`src/rtl/exec_seq.sv`:
```
// exec_seq: MERA-400 execution-phase sequencer. Holds the one-hot state flags (PP..FP),
//    emits the STROB1/STROB2/GOT step pulses, runs the WR/WW memory handshake and ends the cycle (KC).
// Latency: start -> pp+strob1 next clock; GOT decision -> next S1 (or kc/alarm) next clock; all outputs
//    are registered except mem_req, which is decoded from the registered step.
// Backpressure: WR/WW hold in MWAIT until mem_ok (bounded by MEM_TIMEOUT, then alarm+kc);
//    FP holds in FWAIT until fp_done; start is ignored while busy and in the kc clock.
//
// Ports:
//    __clk, clm           clock, asynchronous active-high reset
//    start                begin an instruction cycle in PP (idle only)
//    ew*, efp, ekc        decoder enter / end requests, sampled only in GOT
//    mem_ok, fp_done      memory transfer done (MWAIT), FP unit done (FWAIT)
//    pp..fp               one-hot state flags, all 0 when idle
//    strob1/strob2/got    step pulses
//    mem_req              memory request, high during MWAIT
//    busy, kc, alarm      any flag set, cycle-end pulse, error/timeout pulse

module exec_seq #(
   parameter int unsigned MEM_TIMEOUT = 255
) (
   input  logic __clk,
   input  logic clm,
   input  logic start,
   input  logic ewa,
   input  logic ewp,
   input  logic ewe,
   input  logic ewr,
   input  logic ewm,
   input  logic eww,
   input  logic ewx,
   input  logic ewz,
   input  logic ew$,
   input  logic efp,
   input  logic ekc,
   input  logic mem_ok,
   input  logic fp_done,
   output logic pp,
   output logic w$,
   output logic we,
   output logic wp,
   output logic wr,
   output logic ww,
   output logic wm,
   output logic wx,
   output logic wa,
   output logic wz,
   output logic fp,
   output logic strob1,
   output logic strob2,
   output logic got,
   output logic mem_req,
   output logic busy,
   output logic kc,
   output logic alarm
);

   localparam logic [7:0] LP_TMO = MEM_TIMEOUT[7:0];

   typedef enum logic [3:0] {
      ST_IDLE = 4'd0,
      ST_PP   = 4'd1,
      ST_WS   = 4'd2,   // W&
      ST_WE   = 4'd3,
      ST_WP   = 4'd4,
      ST_WR   = 4'd5,
      ST_WW   = 4'd6,
      ST_WM   = 4'd7,
      ST_WX   = 4'd8,
      ST_WA   = 4'd9,
      ST_WZ   = 4'd10,
      ST_FP   = 4'd11
   } state_t;

   typedef enum logic [2:0] {
      SP_NONE  = 3'd0,
      SP_S1    = 3'd1,
      SP_S2    = 3'd2,
      SP_MWAIT = 3'd3,
      SP_FWAIT = 3'd4,
      SP_GOT   = 3'd5
   } step_t;

   // Flag vector bit order: pp, w$, we, wp, wr, ww, wm, wx, wa, wz, fp.
   localparam int F_PP = 0;
   localparam int F_WS = 1;
   localparam int F_WE = 2;
   localparam int F_WP = 3;
   localparam int F_WR = 4;
   localparam int F_WW = 5;
   localparam int F_WM = 6;
   localparam int F_WX = 7;
   localparam int F_WA = 8;
   localparam int F_WZ = 9;
   localparam int F_FP = 10;

   state_t      r_state;
   step_t       r_step;
   logic [7:0]  r_cnt;
   logic [10:0] r_flag;
   logic        r_strob1;
   logic        r_strob2;
   logic        r_got;
   logic        r_busy;
   logic        r_kc;
   logic        r_alarm;

   state_t      w_state_nx;
   step_t       w_step_nx;
   logic [7:0]  w_cnt_nx;
   logic [7:0]  w_cnt_inc;
   logic        w_kc_nx;
   logic        w_alarm_nx;
   logic [10:0] w_flag_nx;

   logic [9:0]  w_enter;
   logic        w_enter_any;
   logic        w_enter_one;
   state_t      w_target;

   // Enter requests in a vector; exactly one set bit is a legal request.
   assign w_enter     = {efp, ewz, ewa, ewx, ewm, eww, ewr, ewp, ewe, ew$};
   assign w_enter_any = |w_enter;
   assign w_enter_one = w_enter_any && ((w_enter & (w_enter - 10'd1)) == 10'd0);
   assign w_cnt_inc   = r_cnt + 8'd1;

   always_comb begin
      w_target = ST_IDLE;
      case (w_enter)
         10'b00_0000_0001: w_target = ST_WS;
         10'b00_0000_0010: w_target = ST_WE;
         10'b00_0000_0100: w_target = ST_WP;
         10'b00_0000_1000: w_target = ST_WR;
         10'b00_0001_0000: w_target = ST_WW;
         10'b00_0010_0000: w_target = ST_WM;
         10'b00_0100_0000: w_target = ST_WX;
         10'b00_1000_0000: w_target = ST_WA;
         10'b01_0000_0000: w_target = ST_WZ;
         10'b10_0000_0000: w_target = ST_FP;
         default:          w_target = ST_IDLE;
      endcase
   end

   // Next state / step, plus the kc/alarm pulses that go out with busy=0.
   always_comb begin
      w_state_nx = r_state;
      w_step_nx  = r_step;
      w_cnt_nx   = r_cnt;
      w_kc_nx    = 1'b0;
      w_alarm_nx = 1'b0;

      case (r_step)
         SP_NONE: begin
            // The kc clock still counts as the tail of the previous cycle.
            if (start && !r_kc) begin
               w_state_nx = ST_PP;
               w_step_nx  = SP_S1;
            end
         end

         SP_S1: begin
            case (r_state)
               ST_WR, ST_WW: w_step_nx = SP_MWAIT;
               ST_WX, ST_WM: w_step_nx = SP_S2;
               ST_FP:        w_step_nx = SP_FWAIT;
               default:      w_step_nx = SP_GOT;
            endcase
         end

         SP_MWAIT: begin
            // mem_ok takes priority over a timeout expiring in the same clock.
            if (mem_ok) begin
               w_step_nx = SP_S2;
            end else begin
               w_cnt_nx = w_cnt_inc;
               if (w_cnt_inc == LP_TMO) begin
                  w_state_nx = ST_IDLE;
                  w_step_nx  = SP_NONE;
                  w_kc_nx    = 1'b1;
                  w_alarm_nx = 1'b1;
               end
            end
         end

         SP_S2: begin
            w_step_nx = SP_GOT;
         end

         SP_FWAIT: begin
            if (fp_done) begin
               w_state_nx = ST_IDLE;
               w_step_nx  = SP_NONE;
               w_kc_nx    = 1'b1;
            end
         end

         SP_GOT: begin
            if (w_enter_one && !ekc) begin
               w_state_nx = w_target;
               w_step_nx  = SP_S1;
            end else begin
               // Plain ekc ends the cycle; anything else is a sequencing error.
               w_state_nx = ST_IDLE;
               w_step_nx  = SP_NONE;
               w_kc_nx    = 1'b1;
               w_alarm_nx = !(ekc && !w_enter_any);
            end
         end

         default: begin
            w_state_nx = ST_IDLE;
            w_step_nx  = SP_NONE;
         end
      endcase

      // The MWAIT budget restarts with every state entry.
      if (w_step_nx == SP_S1) begin
         w_cnt_nx = 8'd0;
      end
   end

   always_comb begin
      w_flag_nx       = '0;
      w_flag_nx[F_PP] = (w_state_nx == ST_PP);
      w_flag_nx[F_WS] = (w_state_nx == ST_WS);
      w_flag_nx[F_WE] = (w_state_nx == ST_WE);
      w_flag_nx[F_WP] = (w_state_nx == ST_WP);
      w_flag_nx[F_WR] = (w_state_nx == ST_WR);
      w_flag_nx[F_WW] = (w_state_nx == ST_WW);
      w_flag_nx[F_WM] = (w_state_nx == ST_WM);
      w_flag_nx[F_WX] = (w_state_nx == ST_WX);
      w_flag_nx[F_WA] = (w_state_nx == ST_WA);
      w_flag_nx[F_WZ] = (w_state_nx == ST_WZ);
      w_flag_nx[F_FP] = (w_state_nx == ST_FP);
   end

   always_ff @(posedge __clk or posedge clm) begin
      if (clm) begin
         r_state  <= ST_IDLE;
         r_step   <= SP_NONE;
         r_cnt    <= 8'd0;
         r_flag   <= '0;
         r_strob1 <= 1'b0;
         r_strob2 <= 1'b0;
         r_got    <= 1'b0;
         r_busy   <= 1'b0;
         r_kc     <= 1'b0;
         r_alarm  <= 1'b0;
      end else begin
         r_state  <= w_state_nx;
         r_step   <= w_step_nx;
         r_cnt    <= w_cnt_nx;
         r_flag   <= w_flag_nx;
         r_strob1 <= (w_step_nx == SP_S1);
         r_strob2 <= (w_step_nx == SP_S2);
         r_got    <= (w_step_nx == SP_GOT);
         r_busy   <= (w_state_nx != ST_IDLE);
         r_kc     <= w_kc_nx;
         r_alarm  <= w_alarm_nx;
      end
   end

   assign pp      = r_flag[F_PP];
   assign w$      = r_flag[F_WS];
   assign we      = r_flag[F_WE];
   assign wp      = r_flag[F_WP];
   assign wr      = r_flag[F_WR];
   assign ww      = r_flag[F_WW];
   assign wm      = r_flag[F_WM];
   assign wx      = r_flag[F_WX];
   assign wa      = r_flag[F_WA];
   assign wz      = r_flag[F_WZ];
   assign fp      = r_flag[F_FP];
   assign strob1  = r_strob1;
   assign strob2  = r_strob2;
   assign got     = r_got;
   assign mem_req = (r_step == SP_MWAIT);
   assign busy    = r_busy;
   assign kc      = r_kc;
   assign alarm   = r_alarm;

endmodule

```
`config.mk`:
```
export PLATFORM = sky130hd
export DESIGN_NAME = exec_seq
export DESIGN_NICKNAME = d
export VERILOG_FILES = /design/src/rtl/exec_seq.sv
export SDC_FILE = /design/constraint.sdc
export NUM_CORES = 1
export LEC_CHECK = 0
export BUFFER_PORTS_ARGS = -buffer_cell sky130_fd_sc_hd__buf_4
export CAP_MARGIN = 20
export CORE_MARGIN = 2
export CORE_UTILIZATION = 50
export DETAILED_ROUTE_END_ITERATION = 8
export GPL_TIMING_DRIVEN = 0
export PLACE_DENSITY = 0.73
export SLEW_MARGIN = 20
export SYNTH_ARGS = -nofsm -noshare
export SYNTH_HDL_FRONTEND = slang
export SYNTH_SLANG_ARGS = --single-unit
```
`constraint.sdc`:
```
create_clock -name __clk -period 5.4 [get_ports __clk]
set_input_delay 0.54 -clock __clk [delete_from_list [all_inputs] [get_ports __clk]]
set_output_delay 0.54 -clock __clk [all_outputs]
set_load 0.02 [all_outputs]
```
Yosys cells after proc, flatten, opt, wreduce, memory -nomap -nowiden --
Cells that the tools add are included.
Word-level totals: register bits 32, input bits 16, logic and storage cells 90, output and inout port bits 18
Cells by class: equal/unequal tests 36, reduce and logical (&&, ||, !) cells 17, bitwise logic cells 1, muxes and demuxes 24, $add $sub $neg 2
Operators with widths (count):
- case mux 4 bit (10 select lines) | 1
- == test 4 x 3 -> 1 bit, second input constant | 7
- == test 4 bit, second input constant | 6
- two-way mux 8 bit | 3
- two-way mux 4 bit | 5
- case mux 4 bit (5 select lines) | 1
- case mux 3 bit (6 select lines) | 1
- two-way mux 3 bit | 4
- bitwise AND 10 bit | 1
- == test 10 x 1 -> 1 bit, second input constant | 1
- == test 10 bit, second input constant | 1
- == test 10 x 2 -> 1 bit, second input constant | 1
- == test 10 x 3 -> 1 bit, second input constant | 1
- == test 10 x 4 -> 1 bit, second input constant | 1
- == test 10 x 5 -> 1 bit, second input constant | 1
- == test 10 x 6 -> 1 bit, second input constant | 1
- == test 10 x 7 -> 1 bit, second input constant | 1
- == test 10 x 8 -> 1 bit, second input constant | 1
- == test 10 x 9 -> 1 bit, second input constant | 1
- zero test 10 bit | 1
- OR reduction 10 bit | 1
- subtractor 10 x 1 -> 10 bit, second input constant | 1
- == test 3 x 2 -> 1 bit, second input constant | 3
- == test 3 bit, second input constant | 3
- other kinds (17) | 32

Longest topological paths before layout --
Gate-level depths: netlist of the first run.
word-level depth 10, depth in mapped cells 9, depth with buffers taken out 9

Worst setup path after synthesis of the first run --
Ideal clock, no wire load.
path type register -> register, start reg r_cnt[0], end reg r_busy, in the netlist busy, setup time 131 ps, data required time 5269 ps, period minus slack after synthesis 2477 ps, arrival time 2345 ps, slack 2923 ps, cell stages (with the launch flop) 9, buffers on the path 0, cell sequence dfrtp_1 ha_1 or4_1 nand3_1 and3_4 a31oi_4 nor3_4 inv_4 or3_1
On the way: longest elaborated chain between the ends 6
RTL lines:
- start: declaration | RTL line 98 | logic [7:0] r_cnt;
- start signal: assignment | RTL line 251 | r_cnt <= w_cnt_nx;
- adder 8 x 1 -> 8 bit | RTL line 124 | assign w_cnt_inc = r_cnt + 8'd1;
- == test 8 bit | RTL line 175 | if (w_cnt_inc == LP_TMO) begin
- two-way mux 4 bit | RTL line 175
- two-way mux 4 bit | RTL line 171 | if (mem_ok) begin
- case mux 4 bit (5 select lines) | RTL line 151 | case (r_step)
- via w_state_nx[0] | RTL line 107 | state_t w_state_nx;
- nonzero test 4 bit | RTL line 256 | r_busy <= (w_state_nx != ST_IDLE);
- end signal: assignment | RTL line 256
- end: declaration | RTL line 103 | logic r_busy;
The timed path passes the listed nets, and every way through them passes these cells. A chain may end at the register's enable or synchronous reset.

Final worst setup path of the first run --
Same ends and word-level chain as after synthesis.

==> results of run 1 <==
==> power groups by stage <==
stage / Combinational [mW] / Clock [mW] / Sequential (mW)
6_report: 0.269 / 0.224 / 0.288
5_1_grt: 0.298 / 0.238 / 0.292
4_1_cts: 0.269 / 0.227 / 0.288
3_5_place_dp: 0.268 / 0 / 0.292
3_3_place_gp: 0.264 / 0 / 0.291
2_1_floorplan: 0.172 / 0 / 0.313
==> cells by family after synthesis <==
kind of cell             Yosys count  share of synthesized area, %
AND/OR/NAND/NOR                  102                         28.20
buffers and inverters             15                         4.918
multiplexers                       2                         1.049
flip-flops                        32                         41.97
adder cells (fa/ha/maj)            2                         1.311
AO/OA/AOI/OAI                     39                         15.21
XOR/XNOR                          16                         7.345
==> registers in the layout (all words and copies together), names as in the netlist <==
| signal | count |
|---|---|
| r_state | 4 |
| r_step | 3 |
| busy | 1 |
| strob1 | 1 |
| strob2 | 1 |
| kc | 1 |
| r_cnt | 8 |
| r_flag | 11 |
| got | 1 |
| alarm | 1 |
==> final timing paths <==
path / end / cells past startpoint / from / slack (ns)
min in group __clk: alarm / 3 / ekc / 0.59
max: busy / 8 / r_cnt[0] / 2.65
max in group asynchronous: r_state[3] / 2 / clm / 4.64
max reg2reg: busy / 8 / r_cnt[0] / 2.65
min reg2reg: r_cnt[7] / 2 / r_cnt[7] / 0.60
min: strob2 / 2 / clm / 0.34
==> stage by stage <==
step / hold slack (ns) / setup WS [ns] / total power [mW]
floorplan: 0.5191 / 2.923 / 0.4847
global placement: 0.5460 / 2.614 / 0.5545
detailed placement: 0.5927 / 2.556 / 0.5603
CTS: 0.3572 / 2.636 / 0.7849
global route: 0.3921 / 2.428 / 0.8280
finish: 0.3363 / 2.653 / 0.7810
==> area by class of cell <==
| type | instances | area (sq um) | share of cell area (%) |
|---|---|---|---|
| Buffer | 7 | 56.30 | 2.455 |
| Multi-Input combinational cell | 161 | 1013 | 44.19 |
| Inverter | 8 | 37.54 | 1.637 |
| Clock buffer | 6 | 72.57 | 3.164 |
| Sequential cell | 32 | 800.8 | 34.92 |
| Clock inverter | 2 | 35.03 | 1.528 |
| Timing Repair Buffer | 29 | 217.7 | 9.493 |
| Tap cell | 48 | 60.06 | 2.619 |
==> cell usage in the layout (no fill, tap or decap), types with 2 or more instances in the layout <==
master	instances
a211oi_1	2
a21o_1	2
a21oi_1	5
a22oi_1	2
a31oi_1	2
and2_1	2
and3_1	2
buf_4	29
clkbuf_1	4
clkbuf_8	6
dfrtp_1	32
ha_1	2
inv_1	5
mux2i_1	2
nand2_1	23
nand2b_1	4
nand3_1	7
nand4_1	2
nor2_1	22
nor2b_1	2
nor3_1	17
nor3_2	2
nor4_1	2
o2111ai_1	3
o21ai_0	8
o21ai_1	2
o22ai_1	2
or3_1	3
or4_1	3
xnor2_1	7
xor2_1	9
==> cell usage after synthesis (2+ instances only) <==
library cell and instances:
o2111ai_1 3, nand3_1 7, inv_1 6, a22oi_1 2, nand2b_1 4, a21o_1 2, o22ai_1 2, clkbuf_1 3
nand2_1 23, nand4_1 2, and2_1 2, a31oi_1 2, ha_1 2, xnor2_1 7, and3_1 2, or3_1 3
a21oi_1 5, xor2_1 9, nor3_1 17, nor2_1 22, a211oi_1 2, dfrtp_1 32, or4_1 3, nor4_1 2
o21ai_1 2, nor2b_1 2, nor3_2 2, mux2i_1 2, o21ai_0 8
==> metal layers <==
| layer | wire length, um | track usage (%) | share of wire (%) |
|---|---|---|---|
| met3 | 157 | 3.918 | 4.0 |
| met4 | 94 | 11.46 | 2.4 |
| met2 | 1798 | 29.92 | 46 |
| met1 | 1857 | 29.15 | 48 |
| met5 | 0 | 0 | 0 |
==> worst max-delay path: cells and delay by family (launching register included) <==
kind            cells  cell delay (ns)
buf+inv             1             0.13
simple gates        5             1.40
fa+ha+maj           1             0.31
flops               1             0.46
compound gates      1             0.32
==> flow_summary.ini, run 1 <==
[floorplanning]
core_area_sq_um = 3661
fp.dieH_um = 65.78
start_util_pct = 52.12
pin_count = 34
die_area_sq_um = 4326
num_rows = 22
dieWidth_um = 65.78

[sta]
worstMarginPinSlew_ns = 0.6410
max_slew_margin_pct = 56.87
fin_setup_tns_ns = 0
setup_violations = 0
rsz0062_at_grt = false
post-route-period-util_pct = 50.86
period_needed_ns = 2.747
finClkSkew_ns = 0.004779
fmax_mhz = 364.1
hold_violations = 0
drv_slew = 0

[pwr]
switching_share_pct = 33.73
peakVddDrop_mv = 0.1377
clkPwrFrac_pct = 28.7
pwr_density_cell_nw_per_um2 = 340.5
internal-power_uw = 517.6
power_frac_comb_pct = 34.4
p_leak_nw = 1.039
p_seq_share_pct = 36.9
power_switching_uw = 263.4

[layout]
stdcell_area_sq_um = 2293
nFillCells = 324
fin_cells = 293
area_delta_synth_final_pct = 20.20
antennaDiodeCount = 0
layout-drive-gt1-share_pct = 22.86
final_util_pct = 62.65
fin_nets = 262

[yosys]
netlist_instances = 208
yosysWarnings = 0
ys_seq_elements = 32
synth-edff-count = 0
syn_area_sq_um = 1908
ys_types = 57
async_reset_ff_share_pct = 100.0
synth_top_area_share_pct = 41.97
avgSynthCellArea_sq_um = 9.173
synth_area_leaders = dfrtp_1 42%, nand2_1 4.5%, nor3_1 4.5%, nor2_1 4.3%, xor2_1 4.1%
synth_top_area_cell = dfrtp_1
synth_ff_type = dfrtp_1
syn-num-nets = 226
ys_seq_area_share_pct = 41.97

[flow_run]
cap_violations = 0

[cts]
cts.path.max_buffers = 2
htree_levels = 2
cts.clk_slew.worst_paths_ns = 0.07
cts_setup_buffers = 0
cts_tree = yes
cts.repair.resized = 0
cts_inserted_buffers = 5
clock_latency_ns = 0.29
ctsHoldBuffers = 0
cts-root-buf = clkbuf_8
cts_num_sinks = 32

[global_route]
overflow = 0
antenna_found_initial = 0
grt_pass1_wl_um = 6748
grt_pass1_vias = 1447
grt_util_all_layers_pct = 20.74
grt_max_degree = 33

[hold_path]
hp-class = input pin to async pin

[critical_path]
required_ns = 5.57
cp_max_fo = 7
crit_path_end_kind = register
cp-start-kind = register
path_cells = ha_1, or4_1, nand3_1, nand4_1, and2_4, a22oi_4, clkinv_4, or3_1
cp_data_arrival_time_ns = 2.91
cpMaxStageDelayCell = or4_1
critPathMaxStageDelay_ns = 0.52
path_class = register to register

[placement]
dpl_cell_area_sq_um = 2186
io_buffers = 29
dp_hpwl_um = 2933
gp_congestion = 0.8535
place_inst = 285

[drt]
dr_total_vias = 1629
drt_iter0_drc = 114
routed_via_density = 5.560
first_pass_iters = 4
wire_per_inst_um = 13.33
drt-total-wl_um = 3907
drc_errors = 0
antenna_left = 0

[status]
status = completed
(Power assumes the default switching activity.)
==> run 2, diff against run 1 <==
--- a/config.mk
+++ b/config.mk
@@ -11,7 +11,7 @@
 export CORE_UTILIZATION = 50
 export DETAILED_ROUTE_END_ITERATION = 8
 export GPL_TIMING_DRIVEN = 0
-export PLACE_DENSITY = 0.73
+export PLACE_DENSITY = 0.75
 export SLEW_MARGIN = 20
 export SYNTH_ARGS = -nofsm -noshare
 export SYNTH_HDL_FRONTEND = slang
==> constraint.sdc (replaced) <==
create_clock -name __clk -period 2.5 [get_ports __clk]
set_input_delay 0.25 -clock __clk [delete_from_list [all_inputs] [get_ports __clk]]
set_output_delay 0.25 -clock __clk [all_outputs]
set_load 0.02 [all_outputs]
==> flow_summary.ini, run 2 (synthesis gave the netlist of run 1 again) <==
[cts]
htree_levels = 2
clock_latency_ns = 0.29
ctsHoldBuffers = 0
cts_inserted_buffers = 5
cts.path.max_buffers = 2
cts_tree = yes
cts.clk_slew.worst_paths_ns = 0.07
cts_num_sinks = 32
cts-root-buf = clkbuf_8

[critical_path]
crit_path_end_kind = register
r2r_cells = 8
cp_data_arrival_time_ns = 2.59
rr_endpoint = busy
cp_max_fo = 7
cp-start-kind = register
path_class = register to register
required_ns = 2.67
reg2reg_from = r_cnt[0]
r2r_setup_slack_ns = 0.09

[sta]
setup_violations = 0
hold_violations = 0
post-route-period-util_pct = 96.59
rsz0062_at_grt = false
max_slew_margin_pct = 57.02
period_needed_ns = 2.415
holdWs_ns = 0.04400
fmax_mhz = 414.1
worstMarginPinSlew_ns = 0.6388
finClkSkew_ns = 0.007283
drv_slew = 0

[pwr]
internal-power_mw = 1.044
power_switching_uw = 602.6
p_seq_share_pct = 37.7
pwr_density_cell_nw_per_um2 = 709.2
clkPwrFrac_pct = 24.7
power_frac_comb_pct = 37.7
peakVddDrop_mv = 0.4248
switching_share_pct = 36.59
p_leak_nw = 1.051

[layout]
reg_top3 = r_flag x11, r_cnt x8, r_state x4
antennaDiodeCount = 0
fin_nets = 265
final_util_pct = 63.43
layout_common_cells = 32 x buf_4, 30 x dfrtp_1, 23 x nand2_1
layout_commonest_cell = buf_4
layout-drive-gt1-share_pct = 26.21
largest_register_ffs = 11
stdcell_area_sq_um = 2322
regMostFlops = r_flag
nFillCells = 325
area_delta_synth_final_pct = 21.71

[global_route]
grt_max_degree = 33
grt_pass1_vias = 1644
grt_pass1_wl_um = 6982
antenna_found_initial = 0
grt_util_all_layers_pct = 20.83
overflow = 0

[floorplanning]
pin_count = 34
num_rows = 22
core_area_sq_um = 3661
die_area_sq_um = 4326
start_util_pct = 52.12
dieWidth_um = 65.78
fp.dieH_um = 65.78

[hold_path]
hp-class = input pin to async pin

[drt]
dr_total_vias = 1649
drt-total-wl_um = 3942
routed_via_density = 5.571
wire_per_inst_um = 13.32
drc_errors = 0
antenna_left = 0
drt_iter0_drc = 100
first_pass_iters = 4

[placement]
io_buffers = 29
dpl_cell_area_sq_um = 2186
dp_hpwl_um = 2819
gp_congestion = 0.8800

[status]
status = completed

[flow_run]
cap_violations = 0
## run 2: cell count changes in the layout (fill, tap and decap cells not counted), moves of 2 or more
cell,before,now
dfrtp_1,32,30
clkinvlp_4,0,2
buf_4,29,32
dfrtp_2,0,2
## run 2: worst max path at each step
stage                   from  endpoint
floorplan           r_cnt[0]      busy
global placement    r_cnt[0]      busy
detailed placement  r_cnt[0]      busy
CTS                 r_cnt[0]      busy
global route        r_cnt[0]      busy
finish              r_cnt[0]      busy
## run 2: layout make-up
cell class,count,area (sq um),share of cell area [%]
tap,48,60.06,2.586
inverter,8,37.54,1.616
timing repair buffer,32,240.2,10.34
buffer,7,56.30,2.425
clock buffer,5,68.82,2.963
sequential,32,803.3,34.59
multi-input combinational,161,1032,44.45
clock inverter,3,23.77,1.024
## run 2: timing repair
action,in CTS,in global routing
gates resized for setup,1,5
buffers inserted,3,0
pin swaps,3,1
setup endpoints to repair,15,14
## run 2: through the flow
stage	std cells	power, mW	TNS [ns]	setup WS [ns]
6_report	296	1.647	0	0.08513
2_1_floorplan	208	1.047	0	0.02340
3_5_place_dp	285	1.212	-1.094	-0.2175
3_3_place_gp	285	1.203	-1.044	-0.2008
4_1_cts	296	1.641	0	0.03729
5_1_grt	296	1.746	0	0.003660
## run 2: critical path, cell delays in order (launching register included)
cell and delay (ns):
dfrtp_2 0.45, ha_2 0.24, or4_1 0.52, nand3_2 0.12, and3_4 0.21, a31oi_4 0.10, nor3_4 0.22, inv_4 0.08
or3_1 0.36
## run 2: power groups by stage
stage / registers, mW / logic, mW / clock network, mW
final: 0.620 / 0.621 / 0.406
after global routing: 0.627 / 0.681 / 0.438
after CTS: 0.622 / 0.604 / 0.415
after detailed placement: 0.631 / 0.581 / 0
after global placement: 0.630 / 0.573 / 0
after floorplan: 0.676 / 0.370 / 0
## run 2: layer usage
layer	wire length [um]	track usage, %
met1	1765	26.49
met2	1950	34.34
met3	168	5.963
met4	58	6.250
met5	0	0
==> run 3, diff against run 2 <==
--- a/config.mk
+++ b/config.mk
@@ -9,9 +9,10 @@
 export CAP_MARGIN = 20
 export CORE_MARGIN = 2
 export CORE_UTILIZATION = 50
+export CTS_BUF_LIST = sky130_fd_sc_hd__clkbuf_8
 export DETAILED_ROUTE_END_ITERATION = 8
 export GPL_TIMING_DRIVEN = 0
-export PLACE_DENSITY = 0.75
+export PLACE_DENSITY = 0.73
 export SLEW_MARGIN = 20
 export SYNTH_ARGS = -nofsm -noshare
 export SYNTH_HDL_FRONTEND = slang
==> constraint.sdc (replaced) <==
create_clock -name __clk -period 2.8 [get_ports __clk]
set_input_delay 0.28 -clock __clk [delete_from_list [all_inputs] [get_ports __clk]]
set_output_delay 0.28 -clock __clk [all_outputs]
set_load 0.02 [all_outputs]
==> flow_summary.ini, run 3 (synthesis gave the netlist of run 1 again) <==
[drt]
highest-signal-layer = met4
antenna_left = 0
routed_via_density = 5.493
drt-total-wl_um = 3961
dr_total_vias = 1648
first_pass_iters = 4
drc_errors = 0
dr_wl_met3_um = 157
drt_iter0_drc = 115
wl_met2_um = 1882
m1WireLength_um = 1858
wire_per_inst_um = 13.20

[sta]
post-route-period-util_pct = 95.50
finClkSkew_ns = 0.004806
setup_violations = 0
hold_violations = 0
setup_slack_ns = 0.1261
worstMarginPinSlew_ns = 0.6721
fmax_mhz = 374.0
drv_slew = 0
fin_setup_tns_ns = 0
period_needed_ns = 2.674
holdWs_ns = 0.07302
max_slew_margin_pct = 54.78

[flow_run]
cap_violations = 0

[pwr]
total_power_mw = 1.543
p_leak_nw = 1.085
peakVddDrop_mv = 0.2657
pwr_density_cell_nw_per_um2 = 657.5

[critical_path]
path_cells = ha_1, or4_1, nand3_1, nand4_1, and2_4, a22oi_4, clkinv_4, or3_1
cp_max_fo = 7
cp-start-kind = register
cpMaxStageDelayCell = or4_1
path_class = register to register
required_ns = 2.97
critPathMaxStageDelay_ns = 0.52
cp_data_arrival_time_ns = 2.84
crit_path_end_kind = register

[cts]
cts-root-buf = clkbuf_8
clock_latency_ns = 0.29
htree_levels = 2
cts_num_sinks = 32
cts.clk_slew.worst_paths_ns = 0.07
cts.repair.resized = 0
cts.path.max_buffers = 2
cts_inserted_buffers = 5
cts_tree = yes

[status]
status = completed

[layout]
antennaDiodeCount = 0
stdcell_area_sq_um = 2346
largest_register_ffs = 11
layout_common_cells = 36 x buf_4, 32 x dfrtp_1, 23 x nand2_1
reg_top3 = r_flag x11, r_cnt x8, r_state x4
regMostFlops = r_flag
fin_nets = 269
layout_commonest_cell = buf_4
layout-drive-gt1-share_pct = 25.00
area_delta_synth_final_pct = 22.95

[global_route]
grt_util_all_layers_pct = 20.74
antenna_found_initial = 0
grt_pass1_wl_um = 6748
grt_max_degree = 33
grt_pass1_vias = 1447
overflow = 0

[floorplanning]
start_util_pct = 52.12
pin_count = 34
core_area_sq_um = 3661
dieWidth_um = 65.78
fp.dieH_um = 65.78
num_rows = 22
die_area_sq_um = 4326

[hold_path]
hp-class = input pin to async pin

[placement]
gp_congestion = 0.8535
place_ws_ns = 0.07057
dpl_cell_area_sq_um = 2186
io_buffers = 29
dp_hpwl_um = 2933
[run 3: changes by cell type in the layout (fill, tap and decap cells not counted)]
cell,before,now
buf_4,32,36
clkinvlp_4,2,0
dfrtp_1,30,32
dfrtp_2,2,0
bufinv_16,0,1
clkinv_2,0,1
clkinv_4,2,1
ha_1,1,2
ha_2,1,0
inv_1,5,6
nand3_1,6,7
nand3_2,1,0
nor3_1,16,17
nor3_4,2,1
[run 3: layout make-up]
type	instances	area [sq um]
Fill cell	320	1315
Multi-Input combinational cell	161	1013
Sequential cell	32	800.8
Timing Repair Buffer	36	270.3
Clock buffer	5	68.82
Tap cell	48	60.06
Buffer	7	56.30
Clock inverter	3	38.79
Inverter	8	37.54
[run 3: metal layers]
| metal | vias up | GRT usage [%] |
|---|---|---|
| met2 | 36 | 29.92 |
| met3 | 6 | 3.918 |
| met5 | - | 0 |
| met1 | 783 | 29.15 |
| li1 | 823 | - |
| met4 | 0 | 11.46 |
[run 3: stage by stage]
stage / util [%] / std cells
after detailed placement: 59.71 / 285
after CTS: 62.65 / 293
after floorplan: - / 208
after global routing: 64.08 / 300
final: 64.08 / 300
after global placement: 59.71 / 285
[run 3: worst paths after layout]
check,endpoint,cells after the start,startpoint,slack [ns]
setup / recovery,busy,8,r_cnt[0],0.13
hold / removal,r_cnt[7],2,clm,0.07
hold reg to reg,r_cnt[7],2,r_cnt[7],0.61
min in group __clk,alarm,3,ekc,0.33
setup reg to reg,busy,8,r_cnt[0],0.13
max in group asynchronous,r_state[1],2,clm,2.32
[run 3: repair_timing]
action | in CTS | in global routing
buffers inserted | 0 | 7
hold buffers | 0 | 0
setup endpoints to repair | 0 | 2
[run 3: where the power goes]
group	internal, mW	switching (mW)	leakage [nW]
logic	0.250	0.309	0.592
clock network	0.260	0.168	0.0593
registers	0.520	0.0348	0.434
[run 3: worst max-delay path, delay by kind of cell (launching register included)]
kind / cells / cell delay (ns)
DFF: 1 / 0.46
and+or+nand+nor: 5 / 1.39
buffers and inverters: 1 / 0.12
adders and majority gates: 1 / 0.31
AOI/OAI and AO/OA: 1 / 0.26
